### src/rtl/rv32m_muldiv_unit.sv
// rv32m_muldiv_unit: iterative RV32M multiply/divide unit with busy/done handshake
module rv32m_muldiv_unit #(
  parameter int WIDTH = 32
) (
  input  logic             i_clk,
  input  logic             i_reset,
  input  logic             i_start,
  input  logic             i_flush,
  input  logic [2:0]       i_funct3,
  input  logic [WIDTH-1:0] i_opa,
  input  logic [WIDTH-1:0] i_opb,
  output logic             o_busy,
  output logic             o_done,
  output logic [WIDTH-1:0] o_result
);
  localparam int W  = WIDTH;
  localparam int CW = $clog2(WIDTH);
  typedef enum logic [1:0] {S_IDLE, S_CALC, S_FIX, S_DONE} state_t;
  state_t r_state, w_next;
  logic [2:0]     r_op;
  logic           r_neg;
  logic [W-1:0]   r_a, r_b, r_quo, r_rem, r_result;
  logic [2*W-1:0] r_prod;
  logic [CW-1:0]  r_cnt;
  logic           w_is_div, w_a_neg, w_b_neg, w_neg, w_div0, w_ovf, w_special, w_accept, w_ge;
  logic [W-1:0]   w_a_mag, w_b_mag, w_special_res, w_fix;
  logic [W:0]     w_sum, w_shift, w_diff;
  logic [2*W-1:0] w_mul_next, w_p;
  always_comb begin
    w_is_div      = i_funct3[2];
    w_a_neg       = i_opa[W-1] & (i_funct3 == 3'b001 || i_funct3 == 3'b010 || i_funct3 == 3'b100 || i_funct3 == 3'b110);
    w_b_neg       = i_opb[W-1] & (i_funct3 == 3'b001 || i_funct3 == 3'b100 || i_funct3 == 3'b110);
    w_a_mag       = w_a_neg ? -i_opa : i_opa;
    w_b_mag       = w_b_neg ? -i_opb : i_opb;
    w_neg         = (w_is_div && i_funct3[1]) ? w_a_neg : w_a_neg ^ w_b_neg;
    w_div0        = w_is_div && i_opb == '0;
    w_ovf         = w_is_div && !i_funct3[0] && i_opa == {1'b1, {(W-1){1'b0}}} && i_opb == '1;
    w_special     = w_div0 || w_ovf;
    // Divide-by-zero returns all ones / dividend; signed overflow returns dividend / zero.
    w_special_res = w_div0 ? (i_funct3[1] ? i_opa : '1) : (i_funct3[1] ? '0 : i_opa);
    w_accept      = r_state == S_IDLE && i_start && !i_flush;
  end
  always_comb begin
    w_sum      = {1'b0, r_prod[2*W-1:W]} + {1'b0, r_a};
    w_mul_next = r_prod[0] ? {w_sum, r_prod[W-1:1]} : {1'b0, r_prod[2*W-1:1]};
    w_shift    = {r_rem, r_quo[W-1]};
    w_ge       = w_shift >= {1'b0, r_b};
    w_diff     = w_shift - {1'b0, r_b};
    w_p        = r_neg ? -r_prod : r_prod;
    w_fix      = r_op[2] ? (r_op[1] ? (r_neg ? -r_rem : r_rem) : (r_neg ? -r_quo : r_quo))
                         : (r_op[1:0] == 2'b00 ? w_p[W-1:0] : w_p[2*W-1:W]);
  end
  always_ff @(posedge i_clk) begin
    if (i_reset) r_state <= S_IDLE;
    else         r_state <= w_next;
  end
  always_comb begin
    w_next = i_flush                ? S_IDLE
           : r_state == S_IDLE      ? (w_accept ? (w_special ? S_DONE : S_CALC) : S_IDLE)
           : r_state == S_CALC      ? (r_cnt == CW'(W-1) ? S_FIX : S_CALC)
           : r_state == S_FIX       ? S_DONE
           :                          S_IDLE;
  end
  always_comb begin
    o_busy   = r_state == S_CALC || r_state == S_FIX;
    o_done   = r_state == S_DONE;
    o_result = r_result;
  end
  // Both the multiply and divide datapaths step every CALC cycle; FIX picks the one the op needs.
  always_ff @(posedge i_clk) begin
    if (i_reset) begin
      r_op     <= '0;
      r_neg    <= 1'b0;
      r_a      <= '0;
      r_b      <= '0;
      r_quo    <= '0;
      r_rem    <= '0;
      r_prod   <= '0;
      r_cnt    <= '0;
      r_result <= '0;
    end else if (w_accept) begin
      r_op     <= i_funct3;
      r_neg    <= w_neg;
      r_a      <= w_a_mag;
      r_b      <= w_b_mag;
      r_quo    <= w_a_mag;
      r_rem    <= '0;
      r_prod   <= {{W{1'b0}}, w_b_mag};
      r_cnt    <= '0;
      r_result <= w_special ? w_special_res : r_result;
    end else if (r_state == S_CALC && !i_flush) begin
      r_cnt    <= r_cnt + 1'b1;
      r_prod   <= w_mul_next;
      r_rem    <= w_ge ? w_diff[W-1:0] : w_shift[W-1:0];
      r_quo    <= {r_quo[W-2:0], w_ge};
    end else if (r_state == S_FIX && !i_flush) begin
      r_result <= w_fix;
    end
  end
endmodule

### config.mk
export PLATFORM = sky130hd
export DESIGN_NAME = rv32m_muldiv_unit
export DESIGN_NICKNAME = d
export VERILOG_FILES = /design/src/rtl/rv32m_muldiv_unit.sv
export SDC_FILE = /design/constraint.sdc
export NUM_CORES = 1
export LEC_CHECK = 0
export ABC_CLOCK_PERIOD_IN_PS = 6400
export BUFFER_PORTS_ARGS = -buffer_cell sky130_fd_sc_hd__clkbuf_2
export CAP_MARGIN = 15
export CORE_UTILIZATION = 30
export CTS_BUF_LIST = sky130_fd_sc_hd__clkbuf_16
export DETAILED_ROUTE_END_ITERATION = 12
export PLACE_DENSITY = 0.47
export SLEW_MARGIN = 20
export SYNTH_ARGS = -nofsm -noshare
export SYNTH_HDL_FRONTEND = slang
export SYNTH_SLANG_ARGS = --single-unit
### constraint.sdc
create_clock -name i_clk -period 6.4 [get_ports i_clk]
set_clock_uncertainty 0.05 [all_clocks]
set_input_delay 0.32 -clock i_clk [delete_from_list [all_inputs] [get_ports i_clk]]
set_output_delay 0.32 -clock i_clk [all_outputs]
set_load 0.02 [all_outputs]
After elaboration in Yosys (flattened, before gate mapping)
Cells that the tools add are included.

Flip-flop bits (word level): 235. Bits of input ports: 71. Output and inout port bits: 34. Word-level logic and storage cells: 89.

Add/sub/neg operators: 8. Magnitude comparators: 1. Eq/ne operators: 12. Multiplexer cells: 28. Bitwise gates (word level): 3. Reduce and logical (&&, ||, !) cells: 26.

Operators by type and width (count): two-way mux 32 bit (19); two-way mux 64 bit (2); negation 32 bit (4); == test 32 bit (second input constant) (2); negation 64 bit (1); adder 32 x 32 -> 33 bit (1); greater-or-equal comparator 33 x 32 -> 1 bit (1); logical NOT 32 bit (1); subtractor 32 bit (1); two-way mux 2 bit (6); logical AND 1 bit (9); logical OR 1 bit (7); == test 3 bit (second input constant) (2); adder 5 x 1 -> 5 bit (second input constant) (1); == test 5 bit (second input constant) (1); == test 2 bit (second input constant) (2); logical NOT 2 bit (2); inequality test 2 bit (second input constant) (2); nonzero test 2 bit (2); OR reduction 2 bit (2); == test 3 x 1 -> 1 bit (second input constant) (1); == test 3 x 2 -> 1 bit (second input constant) (1); AND reduction 3 bit (1); AND 1 bit (2); other kinds (4) (5).

Longest topological paths before layout
Word-level depth: 8. Mapped depth: 14. Mapped depth without buffers: 12.

Least setup slack after synthesis
Ideal clock, no wire load.

Path kind: register -> register. Start point: register r_b[1]. End point: register r_rem[13]. Setup time: 0.132 ns. Arrival time: 3.061 ns. Data required time: 6.218 ns. Setup slack: 3.157 ns. Stages on the path, launching flop included: 14. Path buffers: 2. Clock period less this slack: 3.243 ns. Cells stage by stage: dfxtp_1 -> inv_1 -> ha_1 -> nor2b_1 -> o31a_1 -> o32ai_1 -> o2111ai_1 -> a41oi_1 -> o2111a_1 -> nor2_1 -> buf_1 -> clkbuf_1 -> o211ai_1 -> a21oi_1.

Longest elaborated chain between the ends: 2. Elaborated cells between the ends (all ways): 3. Those cells by class: add/sub (1); order compare (1); mux (1).

RTL lines: start, declared (line 22) `logic [W-1:0] r_a, r_b, r_quo, r_rem, r_result;`; start signal, assigned (line 85) `r_b <= w_b_mag;`; subtractor 32 bit / greater-or-equal comparator 33 x 32 -> 1 bit (equally long branches) (line 48, 47); two-way mux 32 bit (*) (line 94) `r_rem <= w_ge ? w_diff[W-1:0] : w_shift[W-1:0];`; end signal, assigned (line 94); end, declared (line 22).

Every way passes the cells marked *; elsewhere a longest branch is shown, timed or not. A chain may end at the register's enable or synchronous reset.

Worst setup path after layout
Start point: register r_prod[42]. End point: register r_prod[63].

Longest elaborated chain between the ends: 2.

RTL lines: start, declared (line 23) `logic [2*W-1:0] r_prod;`; start signal, assigned (line 88) `r_prod <= {{W{1'b0}}, w_b_mag};`; start signal, assigned (line 93) `r_prod <= w_mul_next;`; adder 32 x 32 -> 33 bit (line 44) `w_sum = {1'b0, r_prod[2*W-1:W]} + {1'b0, r_a};`; two-way mux 64 bit (line 45) `w_mul_next = r_prod[0] ? {w_sum, r_prod[W-1:1]} : {1'b0, r_prod[2*W-1:1]};`.

No other way between the ends.

==> results.md <==
- The data required time at the worst endpoint is 6.84 ns.
- Across the VDD grid, the largest voltage drop is 190 uV.
- The die covers 60100 um^2.
- Including well taps, the total number of placed cells is 3106.
- After detailed routing, the average wire length per cell comes to 24.6 um.
- In this run the horizontal extent of the chip is 245 um.
- At the pin with the least slew margin, the transition time is 1.10 ns.
- The via count of the first global-routing pass is 17800.
- Once layout is complete, the utilization of the core stands at 34.2%.
- The kind of start point of the critical path is a flop.
- The global route total overflow is 0.
- The TritonCTS clock tree is yes.
- OpenSTA, run right after detailed placement, puts the worst setup slack at 1.93 ns.
- The count of buffers added on input and output ports is 104.
- The critical path is of the flop to flop type.
- The share of synthesized flip-flops with an asynchronous set or reset is 0%.
- Clock tree synthesis inserted a total of 31 buffers.
- The summed instance area of the synthesized netlist is 17800 um^2.
- The clock network is responsible for 36.2% of the overall power.
- The layout filler cell count is 6154.
- The arrival time of the worst setup path is 4.60 ns.
- In this run the tightest slew margin relative to its limit is 26.5%.
- The final layout net count is 2525.
- The post-synthesis sequential area ratio is 26.5%.
- After clock tree synthesis, the clock-pin slew on the worst setup and hold paths is 0.07 ns.
- The internal power of the cells totals 2.87 mW.
- The DRC violation count after routing is 0.
- After floorplanning, the core was divided into 88 placement rows.
- Based on the critical path, the design can be clocked at up to 240 MHz.
- The clock latency on the worst-skew pair is 0.58 ns.
- The global-route usage over all layers is 25.2%.
- The clock tree root driver cell is clkbuf_16.
- Yosys mapped a number of flops with a built-in enable equal to 0.
- The finished cells cover 19900 um^2.
- The final period demand of the worst path is 4.16 ns.
- Dividing the final minimum period by the clock period gives 65.0%.
- The number of instances resized during post-cts repair is 0.
- The switching power total is 1.64 mW.
- In the synthesized netlist, the number of instances is 2364.
- The power share of the sequential group is 36.0%.
- The placer's final routability congestion estimate is 0.976.
- The number of ports placed on the die boundary is 105.
- The run finished with clean final reports.
- The half-perimeter wire length after detailed placement is 58.5 mm.
- The Yosys step of the flow raised 0 warnings.
- Of the total power, combinational logic draws 27.8%.
- In this run the number of H-tree levels came out at 1.
- The worst setup slack after layout is 2.24 ns.
- The fraction of final layout cells with drive strength greater than 1 is 8.97%.
- The routed design has 77.8 mm of wire.
- The analysis attributes to cell leakage a power of 7.44 nW.
- The count of final max-slew check failures is 0.
- Setup violations remaining at the end of the flow were counted as 0.
- The setup TNS is 0 ns.
- The core region is 58000 um^2.
- The final count of hold timing violations is 0.
- The finished layout holds 3163 standard cells, fillers aside.
- Synthesis inferred 235 register bits.
- Of the post-synthesis cell area, the dominant cell type holds 26.5%.
- The worst hold slack after final layout is 0.0502 ns.
- The synthesized design spends more area on one cell type than any other, namely dfxtp_1.
- The number of antenna cells inserted is 0.
- The nature of the critical path endpoint is a flop.
- The net count of the mapped netlist is 2513.
- The maximum fanout along the worst path is 6.
- The detail route stage leaves a number of antenna-violating nets equal to 0.
- The number of antenna violations at the first check in global routing came to 2.
- Setup repair after global routing left no endpoint under its margin.
- The sequential cells in the finished layout cover a total of 4710 um^2.
- The effective utilization at floorplan is 30.6%.
- In the post-synthesis netlist, the biggest area contributors are dfxtp_1, a21oi_1, nand2_1.
- Summing all multi-input logic gate instances after layout gives 12300 um^2.
- The number of setup buffers added after CTS is 0.
- After the first detailed-routing iteration, the DRC count stood at 1970.
- The unique cell type count in the Yosys netlist is 81.
- The synthesized area divided by synthesized cell count is 7.51 um^2.
- Using the TritonRoute via totals, the vias-per-cell ratio works out to 5.92.
- The switching fraction of total power is 36.3%.
- Entering global routing, the biggest net connects 87 pins.
- The most used flip-flop cell after synthesis is dfxtp_1.
- Detailed routing inserted a total of 18700 vias.
- Overall power consumption after layout is estimated at 4.51 mW.
- The class of the worst hold path is input port to flop.
- The power density over the cells is 227 nW/um^2.
- The first TritonRoute pass finished after 5 iterations.
- In this run the cell area measured after placement is 18900 um^2.
- The number of max-cap violations is 0.
- The CTS sink count is 235.
- The wire length of the first global-routing pass is 116 mm.
- The post-synthesis to final-layout area growth is 11.8%.
- The die extent in y is 245 um.
- Buffers inserted to repair hold after CTS numbered 2.
- The maximum count of clock buffers along a single path is 3.
## sequential cells by signal, indices dropped and copies added (netlist names), 3 cells and up
| name | flops |
|---|---|
| r_op | 3 |
| r_a | 32 |
| r_quo | 32 |
| o_result | 32 |
| r_prod | 64 |
| r_rem | 32 |
| r_cnt | 5 |
| r_b | 32 |
## logic make-up after synthesis
group                      synth area share (%)
AOI/OAI and AO/OA                          28.9
xor gates and xnor gates                   9.57
adders and majority gates                  7.11
buffers and inverters                      4.84
DFF                                        26.5
muxes                                      3.09
and+or+nand+nor                            20.0
## worst paths after layout
path | start | to | slack (ns) | depth (start not counted)
hold / removal | i_funct3[2] | r_op[2]$_SDFFE_PP0P_ | 0.05 | 3
setup reg to reg | r_prod[42]$_SDFFE_PP0P_ | r_prod[63]$_SDFFE_PP0P_ | 2.24 | 10
hold reg to reg | r_b[19]$_SDFFE_PP0P_ | r_b[19]$_SDFFE_PP0P_ | 0.40 | 2
setup / recovery | r_prod[42]$_SDFFE_PP0P_ | r_prod[63]$_SDFFE_PP0P_ | 2.24 | 10
## power by group through the flow
stage / clock network, mW / logic (mW) / registers [mW]
finish: 1.63 / 1.25 / 1.62
floorplan: 0 / 0.848 / 1.60
CTS: 1.67 / 1.23 / 1.62
global placement: 0 / 1.22 / 1.65
detailed placement: 0 / 1.23 / 1.65
global route: 1.73 / 1.35 / 1.63
## Yosys cell counts (25+ instances only)
| library cell | instances |
|---|---|
| ha_1 | 76 |
| o31ai_1 | 39 |
| o22ai_1 | 26 |
| o21ai_0 | 139 |
| a21oi_1 | 266 |
| xnor2_1 | 105 |
| or4_1 | 25 |
| nand3_1 | 48 |
| nor2_1 | 185 |
| mux2i_1 | 47 |
| nand2_1 | 263 |
| a21o_1 | 33 |
| a211oi_1 | 60 |
| nor4_1 | 27 |
| nor3_1 | 57 |
| inv_1 | 67 |
| or3_1 | 30 |
| a22oi_1 | 57 |
| maj3_1 | 27 |
| clkbuf_1 | 128 |
| xor2_1 | 89 |
| dfxtp_1 | 235 |
## metal layers
metal | wire [um] | part of all wire [%] | GRT usage (%)
met4 | 2090 | 2.7 | 6.65
met5 | 19 | 0.024 | 0
met2 | 34000 | 44 | 39.3
met1 | 36600 | 47 | 36.1
met3 | 5100 | 6.6 | 3.40
## final cells by class
| class | count | area share, % |
|---|---|---|
| Multi-Input combinational cell | 1904 | 61.7 |
| Sequential cell | 235 | 23.7 |
| Tap cell | 765 | 4.82 |
| Clock buffer | 31 | 3.91 |
| Timing Repair Buffer | 134 | 3.79 |
| Inverter | 70 | 1.32 |
| Clock inverter | 24 | 0.687 |
## layout by cell type (no fill, tap or decap), drive strengths merged, types with 28 or more instances in the layout
cell type / instances
dfxtp: 235
buf: 29
o31ai: 40
mux2i: 47
o21ai: 142
xor2: 89
or3: 30
or4: 28
nand2: 263
nand3: 48
a21o: 33
nor3: 57
a211oi: 60
a21oi: 266
ha: 76
nor4: 30
clkbuf: 134
inv: 76
nor2: 185
xnor2: 105
a22oi: 57
## worst max-delay path, cell delays in order, from the launching register on
cell and delay (ns):
dfxtp_1 0.43, ha_1 0.42, nand3_1 0.35, a21oi_1 0.64
o22a_1 0.27, nor4bb_1 0.41, o211ai_1 0.30, o311a_1 0.40
nor3_1 0.37, a31oi_1 0.17, o41ai_1 0.24
No activity file was read; power rests on OpenSTA's default activity.
